--- src/rtl/serial_compare_scheduler_pkg.sv ---
// serial_cmp_pkg: scheduler state encoding, one-hot result codes and index-width helper
package serial_cmp_pkg;
    typedef enum logic [1:0] {IDLE, SHIFT, RESP} state_t;
    localparam logic [2:0] CMP_GT = 3'b100;
    localparam logic [2:0] CMP_LT = 3'b010;
    localparam logic [2:0] CMP_EQ = 3'b001;
    function automatic int idx_width(input int width);
        return (width > 1) ? $clog2(width) : 1;
    endfunction
endpackage

--- src/rtl/serial_compare_scheduler_if.sv ---
// serial_compare_scheduler_if: two request channels and one tagged response channel
interface serial_compare_scheduler_if #(parameter int WIDTH = 8);
    logic             req0_valid, req1_valid, req0_ready, req1_ready;
    logic [WIDTH-1:0] req0_a, req0_b, req1_a, req1_b;
    logic             resp_valid, resp_ready, resp_id, resp_gt, resp_lt, resp_eq;
    modport master (
        output req0_valid, req1_valid, req0_a, req0_b, req1_a, req1_b, resp_ready,
        input  req0_ready, req1_ready, resp_valid, resp_id, resp_gt, resp_lt, resp_eq
    );
    modport slave (
        input  req0_valid, req1_valid, req0_a, req0_b, req1_a, req1_b, resp_ready,
        output req0_ready, req1_ready, resp_valid, resp_id, resp_gt, resp_lt, resp_eq
    );
endinterface

--- src/rtl/serial_compare_scheduler_core.sv ---
// serial_cmp_core: sticky MSB-first bit-serial magnitude comparator
module serial_cmp_core (
    input  logic clk,
    input  logic rst_n,
    input  logic clr_i,
    input  logic en_i,
    input  logic x_i,
    input  logic y_i,
    output logic gt_o,
    output logic lt_o
);
    logic gt_q, gt_d, lt_q, lt_d;
    // first differing bit decides; later bits are ignored until cleared
    always_comb begin
        gt_d = clr_i ? 1'b0 : (en_i && !gt_q && !lt_q) ? (x_i & ~y_i) : gt_q;
        lt_d = clr_i ? 1'b0 : (en_i && !gt_q && !lt_q) ? (~x_i & y_i) : lt_q;
    end
    // result flags
    always_ff @(posedge clk or negedge rst_n)
        if (!rst_n) begin
            gt_q <= 1'b0;
            lt_q <= 1'b0;
        end else begin
            gt_q <= gt_d;
            lt_q <= lt_d;
        end
    assign gt_o = gt_q;
    assign lt_o = lt_q;
endmodule

--- src/rtl/serial_compare_scheduler.sv ---
// serial_compare_scheduler: round-robin sharing of one bit-serial comparator; SERIAL_CMP_EARLY_EXIT_EN ends SHIFT at the first differing bit
module serial_compare_scheduler
    import serial_cmp_pkg::*;
#(
    parameter int WIDTH = 8
) (
    input  logic                          clk,
    input  logic                          rst_n,
    serial_compare_scheduler_if.slave     bus,
    output logic                          busy_o
);
    localparam int IW = idx_width(WIDTH);
    state_t           state_q, state_d;
    logic             ptr_q, ptr_d, id_q, id_d;
    logic [WIDTH-1:0] a_q, a_d, b_q, b_d;
    logic [IW-1:0]    idx_q, idx_d;
    logic             gnt0, gnt1, clr, en, gt, lt;
    logic [2:0]       res;
    // arbitration, operand shifting and state sequencing
    always_comb begin
        state_d = state_q;
        ptr_d   = ptr_q;
        id_d    = id_q;
        a_d     = a_q;
        b_d     = b_q;
        idx_d   = idx_q;
        clr     = 1'b0;
        en      = 1'b0;
        gnt0    = 1'b0;
        gnt1    = 1'b0;
        case (state_q)
            IDLE: begin
                gnt0 = bus.req0_valid & (~ptr_q | ~bus.req1_valid);
                gnt1 = bus.req1_valid & (ptr_q | ~bus.req0_valid);
                if (gnt0 || gnt1) begin
                    id_d    = gnt1;
                    ptr_d   = ~gnt1;
                    a_d     = gnt1 ? bus.req1_a : bus.req0_a;
                    b_d     = gnt1 ? bus.req1_b : bus.req0_b;
                    idx_d   = IW'(WIDTH - 1);
                    clr     = 1'b1;
                    state_d = SHIFT;
                end
            end
            SHIFT: begin
                en      = 1'b1;
                a_d     = a_q << 1;
                b_d     = b_q << 1;
                idx_d   = idx_q - 1'b1;
                state_d = (idx_q == '0) ? RESP : SHIFT;
`ifdef SERIAL_CMP_EARLY_EXIT_EN
                if (a_q[WIDTH-1] != b_q[WIDTH-1]) state_d = RESP;
`endif
            end
            RESP:    state_d = bus.resp_ready ? IDLE : RESP;
            default: state_d = IDLE;
        endcase
    end
    // scheduler registers
    always_ff @(posedge clk or negedge rst_n)
        if (!rst_n) begin
            state_q <= IDLE;
            ptr_q   <= 1'b0;
            id_q    <= 1'b0;
            a_q     <= '0;
            b_q     <= '0;
            idx_q   <= '0;
        end else begin
            state_q <= state_d;
            ptr_q   <= ptr_d;
            id_q    <= id_d;
            a_q     <= a_d;
            b_q     <= b_d;
            idx_q   <= idx_d;
        end
    serial_cmp_core u_core (
        .clk   (clk),
        .rst_n (rst_n),
        .clr_i (clr),
        .en_i  (en),
        .x_i   (a_q[WIDTH-1]),
        .y_i   (b_q[WIDTH-1]),
        .gt_o  (gt),
        .lt_o  (lt)
    );
    assign res            = (state_q != RESP) ? 3'b000 : gt ? CMP_GT : lt ? CMP_LT : CMP_EQ;
    assign {bus.resp_gt, bus.resp_lt, bus.resp_eq} = res;
    assign bus.resp_valid = (state_q == RESP);
    assign bus.resp_id    = bus.resp_valid & id_q;
    assign bus.req0_ready = gnt0;
    assign bus.req1_ready = gnt1;
    assign busy_o         = (state_q != IDLE);
endmodule

--- src/flat_wrapper.sv ---
// flat-port wrapper written by rule: the top's interface ports become plain ports
module serial_compare_scheduler_flat import serial_cmp_pkg::*;
#(
    parameter int WIDTH = 8
)
  (clk, rst_n, busy_o, bus_req0_valid, bus_req1_valid, bus_req0_a, bus_req0_b, bus_req1_a, bus_req1_b, bus_resp_ready, bus_req0_ready, bus_req1_ready, bus_resp_valid, bus_resp_id, bus_resp_gt, bus_resp_lt, bus_resp_eq);
  serial_compare_scheduler_if #(.WIDTH(WIDTH)) bus_i ();
  input  logic clk;
  input  logic rst_n;
  output logic busy_o;
  input wire logic [$bits(bus_i.req0_valid)-1:0] bus_req0_valid;
  input wire logic [$bits(bus_i.req1_valid)-1:0] bus_req1_valid;
  input wire logic [$bits(bus_i.req0_a)-1:0] bus_req0_a;
  input wire logic [$bits(bus_i.req0_b)-1:0] bus_req0_b;
  input wire logic [$bits(bus_i.req1_a)-1:0] bus_req1_a;
  input wire logic [$bits(bus_i.req1_b)-1:0] bus_req1_b;
  input wire logic [$bits(bus_i.resp_ready)-1:0] bus_resp_ready;
  output wire logic [$bits(bus_i.req0_ready)-1:0] bus_req0_ready;
  output wire logic [$bits(bus_i.req1_ready)-1:0] bus_req1_ready;
  output wire logic [$bits(bus_i.resp_valid)-1:0] bus_resp_valid;
  output wire logic [$bits(bus_i.resp_id)-1:0] bus_resp_id;
  output wire logic [$bits(bus_i.resp_gt)-1:0] bus_resp_gt;
  output wire logic [$bits(bus_i.resp_lt)-1:0] bus_resp_lt;
  output wire logic [$bits(bus_i.resp_eq)-1:0] bus_resp_eq;
  assign bus_i.req0_valid = bus_req0_valid;
  assign bus_i.req1_valid = bus_req1_valid;
  assign bus_i.req0_a = bus_req0_a;
  assign bus_i.req0_b = bus_req0_b;
  assign bus_i.req1_a = bus_req1_a;
  assign bus_i.req1_b = bus_req1_b;
  assign bus_i.resp_ready = bus_resp_ready;
  assign bus_req0_ready = bus_i.req0_ready;
  assign bus_req1_ready = bus_i.req1_ready;
  assign bus_resp_valid = bus_i.resp_valid;
  assign bus_resp_id = bus_i.resp_id;
  assign bus_resp_gt = bus_i.resp_gt;
  assign bus_resp_lt = bus_i.resp_lt;
  assign bus_resp_eq = bus_i.resp_eq;
  serial_compare_scheduler #(.WIDTH(WIDTH)) u_core (.clk(clk), .rst_n(rst_n), .bus(bus_i), .busy_o(busy_o));
endmodule
--- config.mk ---
export PLATFORM = sky130hd
export DESIGN_NAME = serial_compare_scheduler_flat
export DESIGN_NICKNAME = d
export VERILOG_FILES = /design/src/rtl/serial_compare_scheduler_pkg.sv /design/src/rtl/serial_compare_scheduler_if.sv /design/src/rtl/serial_compare_scheduler_core.sv /design/src/rtl/serial_compare_scheduler.sv /design/src/flat_wrapper.sv
export SDC_FILE = /design/constraint.sdc
export NUM_CORES = 1
export LEC_CHECK = 0
export ABC_AREA = 0
export CAP_MARGIN = 20
export CORE_AREA = 10 10 67 63
export CTS_CLUSTER_SIZE = 20
export DETAILED_ROUTE_END_ITERATION = 6
export DIE_AREA = 0 0 77 73
export PLACE_DENSITY = 0.83
export SLEW_MARGIN = 20
export SYNTH_ARGS = -nofsm -noshare
export SYNTH_HDL_FRONTEND = slang
export SYNTH_SLANG_ARGS = --single-unit
--- constraint.sdc ---
create_clock -name clk -period 2.4 [get_ports clk]
set_clock_uncertainty 0.15 [all_clocks]
set_input_delay 0.24 -clock clk [delete_from_list [all_inputs] [get_ports clk]]
set_output_delay 0.24 -clock clk [all_outputs]
set_load 0.02 [all_outputs]
======== Word-level counts from Yosys, hierarchy flattened ========
Index checks and enable logic that the tools add are counted.
Widths: inputs -> output; s select.
word-level totals
  flip-flop bits (word level) ............. 25
  input bits .............................. 37
  word-level logic and storage cells ...... 62
operators by class
  $add $sub $neg .......................... 1
  eq/ne operators ......................... 4
  mux-type cells .......................... 24
  bitwise logic cells ..................... 13
  reductions and logical operators ........ 12
operator list
  cell                 count
  $mux 8               4
  $pmux 8 s2           2
  $mux 1               9
  $mux 3               3
  $mux 2               4
  $not 1->1            6
  $pmux 2 s3           1
  $pmux 3 s2           1
  $reduce_bool 2->1    3
  $and 1x1->1          5
  $ne 2x2->1 const B   2
  $reduce_and 2->1     2
  $logic_not 3->1      1
  $sub 3x1->3 const B  1
  $eq 2x1->1 const B   1
  $eq 2x2->1 const B   1
  $logic_and 1x1->1    2
  $logic_not 1->1      2
  $logic_not 2->1      1
  $or 1x1->1           2
  $logic_or 1x1->1     1

======== Logic depth before layout (Yosys ltp) ========
  word-level depth ........................ 7
  depth in mapped cells ................... 6
  gate-level depth less buffers ........... 4

======== By module ========
Synthesis repeated with hierarchy kept, for this count alone.
unflattened totals
  cell total of the unflattened synthesis .. 136
  area, all modules ....................... 1443.9 um^2
by module, submodules not included
  module                    times used  cells an instance  area each (um^2)  seq. area each (um^2)
  serial_compare_scheduler  1           128                1353.8            575.6
  serial_cmp_core           1           8                  90.1              50.0

======== Least setup slack after synthesis ========
OpenSTA, ideal clock, no wires.
  path kind ............................... reg2out
  start ................................... register u_core.state_q[1]
  end ..................................... output port bus_req0_ready
  data arrival time ....................... 1327 ps
  slack ................................... 683 ps
  stages on the path, launching flop included .. 5
  buffers on the path ..................... 1
  cell sequence ........................... dfrtp_1 > buf_6 > nor2_1 > inv_1 > a211oi_2
on the way
  longest elaborated chain between the ends .. 2
ends and longest elaborated chain
  what                      line                            source
  start: declaration        serial_compare_scheduler.sv:13  state_t state_q, state_d;
  start signal: assignment  serial_compare_scheduler.sv:69  state_q <= state_d;
  $logic_not 2->1           serial_compare_scheduler.sv:31  case (state_q)
  $mux 1                    serial_compare_scheduler.sv:31
  end: declaration          flat_wrapper.sv:18              output wire logic [$bits(bus_i.req0_ready)-1:0] bus_req0_ready;
No other way between the ends.

======== Final worst setup path ========
  start ................................... register u_core.state_q[0]
  end ..................................... output port bus_resp_id
on the way
  longest elaborated chain between the ends .. 2
ends and longest elaborated chain
  what              line                            source
  $eq 2x2->1        serial_compare_scheduler.sv:88  assign bus.resp_valid = (state_q == RESP);
  $and 1x1->1       serial_compare_scheduler.sv:89  assign bus.resp_id = bus.resp_valid & id_q;
  end: declaration  flat_wrapper.sv:21              output wire logic [$bits(bus_i.resp_id)-1:0] bus_resp_id;
No other way between the ends.

==> results.ini <==
[placement]
dp_hpwl_mm = 2.78
gp_congestion = 0.773
numPortBuffers = 44

[worst_hold_path]
hold_path_class = primary input to async pin

[pwr]
power_mw = 1.72
power.switching_uw = 667
ir_drop_v = 0.000368
pwr-share-seq = 0.442
power_density_mw_per_mm2 = 941
combinationalPowerShare = 0.451
p_leak_nw = 0.824
netSwitchingFraction = 0.387
p_int_mw = 1.06
pwr-share-clk = 0.106

[sta]
period_needed_ns = 2.29
setup_tns_ns = 0
report.final.hold_viol_count = 0
clock.fmax_ghz = 0.437
slew_viol_final = 0
hold_ws_ns = 0.106
rsz0062_at_grt = false
worst_slew_pin_slew_ns = 0.428
timing.final.crit_share = 0.954
setup_viol = 0
slew_headroom = 0.714

[final_layout]
diodes = 0
fin_util = 0.626
drive_above_1_share = 0.110
nets = 213
area_delta_synth_final_pct = 35.2

[run_status]
status = complete, no violations

[die]
dieArea_sq_mm = 0.00562
die-height_um = 73
initial_utilization = 0.463
num_io_pins = 45
die_w_um = 77
num_rows = 19
core_area_sq_mm = 0.00292

[critical_path]
critPathMaxFanout = 11
crit_chain = nand2b_1 > inv_1 > and2_1 > clkdlybuf4s50_1
critPathLaunchType = register
critPathMaxStageDelay_ns = 0.61
critPathRequiredTime_ns = 2.01
timing.rr.start = u_core.state_q[0]
path_class = register to primary output
startpoint = u_core.state_q[0]
cp_slowest_cell = clkdlybuf4s50_1
cp-end-kind = primary output
crit_arrival_ns = 1.90

[yosys]
synthTopCellsByArea = dfrtp_1 46%, mux2i_1 12%, o21ai_0 6.3%
synth_area_sq_mm = 0.00136
muxShareOfSynthArea = 0.118
yosysWarningCount = 0
yosys.area.top_type = dfrtp_1
syn_nets = 168
synth_top_family_by_area = compound AO/OA/AOI/OAI gates
synth_compound_area_frac = 0.190
synthDistinctLibCells = 30
netlist.area_leader.share = 0.462
synthAdderAreaFrac = 0.0185
ys_seq_area_frac = 0.462
syn_inst = 129
synth_xor_area_frac = 0
ys_seq_elements = 25
synthSimpleGateAreaFrac = 0.147
syn_area_per_cell_sq_um = 10.5

[global_route]
grt_usage = 0.126
grt_max_degree = 26
grt_pass1_vias = 1208
grt_remaining_overflow = 0
antenna_found_initial = 0
grt_first_pass_wirelength_mm = 5.75

[route]
wire_per_inst_um = 15.8
postRouteAntennaNets = 0
vias_per_cell = 5.34
drt_iter0_drc = 66
drt_wl_total_mm = 3.40
wl_met2_mm = 1.64
vias = 1149
drc_errors = 0
wirelength_met1_mm = 1.45
drtPass1Iterations = 4
dr_wl_met3_um = 229
top_layer_used = met4

[clocking]
post_cts_resized = 2
cts.clk_slew.worst_paths_ns = 0.13
cts_buffers = 3
cts_setup_buffers = 0
clk-insertion-delay-late_ns = 0.32
cts_tree = yes
h-tree-depth = 1
clock_sinks = 25
hold_buffers = 0
clockRootBuffer = clkbuf_4
cts.path.max_buffers = 2

[flow_run]
drv_cap = 0

## synthesized netlist by cell type, drive strengths merged
library cell	n
a31oi	2
nand2	4
o21ai	21
mux2i	16
nor2	7
nor3b	1
dfrtp	25
a21oi	11
nand2b	2
clkbuf	1
a22oi	8
nor2b	1
ha	2
and3	1
or3b	6
or2	1
nor3	4
and2	2
and2b	1
inv	5
o2bb2ai	1
buf	6
a211oi	1
## per-layer routing
metal,vias to the layer above,GRT usage
met4,0,0.0607
met1,544,0.140
met3,9,0.0419
li1,550,-
met5,-,0
met2,46,0.213
## worst max-delay path, delay by kind of cell (launching register included)
family                 cells  cell delay [ns]
flip-flops                 1             0.50
AND/OR/NAND/NOR            2             0.37
buffers and inverters      2             0.72
## stage by stage
stage	std cells	setup WS (ns)	instance area (sq um)
after CTS	215	0.0343	1830
after global routing	215	0.000292	1830
after global placement	211	0.358	1800
final	215	0.110	1830
after detailed placement	211	0.259	1800
after floorplan	129	0.683	1360
## cells in the final DEF, fill, tap and decap left out
cell type,instances
a211oi_2,1
a21oi_1,11
a22oi_1,8
a31oi_1,2
and2_1,2
and2b_1,1
and3_1,1
buf_4,3
clkbuf_1,1
clkbuf_4,3
clkdlybuf4s50_1,42
dfrtp_1,25
dlygate4sd2_1,1
dlymetal6s2s_1,1
ha_1,2
inv_1,5
mux2i_1,16
nand2_1,4
nand2b_1,2
nor2_1,5
nor2_2,1
nor2_4,1
nor2b_1,1
nor3_1,2
nor3_2,1
nor3_4,1
nor3b_1,1
o21ai_0,17
o21ai_1,3
o21ai_2,1
o2bb2ai_1,1
or2_4,1
or3b_2,6
## final timing paths
| kind | end | slack (ns) | depth (start not counted) |
|---|---|---|---|
| min in group clk | u_core.b_q[0] | 0.35 | 2 |
| hold reg to reg | u_core.b_q[0] | 0.35 | 2 |
| hold / removal | u_core.id_q | 0.11 | 2 |
| setup reg to reg | u_core.state_q[0] | 0.63 | 4 |
| max in group asynchronous | u_core.a_q[0] | 1.75 | 2 |
| setup / recovery | bus_resp_id | 0.11 | 4 |
## power by group through the flow
stage | clock network, mW | logic (mW) | registers (mW)
finish | 0.183 | 0.778 | 0.763
global route | 0.209 | 0.896 | 0.784
CTS | 0.190 | 0.792 | 0.759
detailed placement | 0 | 0.785 | 0.767
global placement | 0 | 0.737 | 0.751
floorplan | 0 | 0.610 | 0.716
## sequential cells by signal, indices dropped and copies added (netlist names)
| signal | flops |
|---|---|
| u_core.id_q | 1 |
| u_core.ptr_q | 1 |
| u_core.idx_q | 3 |
| u_core.state_q | 2 |
| u_core.b_q | 8 |
| u_core.u_core.gt_o | 1 |
| u_core.a_q | 8 |
| u_core.u_core.lt_o | 1 |
## kinds of logic (layout without fill, tap and decap cells)
logic type               Yosys count  in the layout
AO/OA/AOI/OAI                     44             44
adder cells (fa/ha/maj)            2              2
buffers and inverters             12             56
flip-flops                        25             25
multiplexers                      16             16
AND/OR/NAND/NOR                   30             30
## final cells by class
cell class	instances	area [sq um]
Fill cell	270	1090
Multi-Input combinational cell	92	644
Sequential cell	25	626
Timing Repair Buffer	47	464
Tap cell	42	52.6
Clock buffer	4	26.3
Inverter	5	18.8
Note: power is estimated with default switching activity, not from simulation.
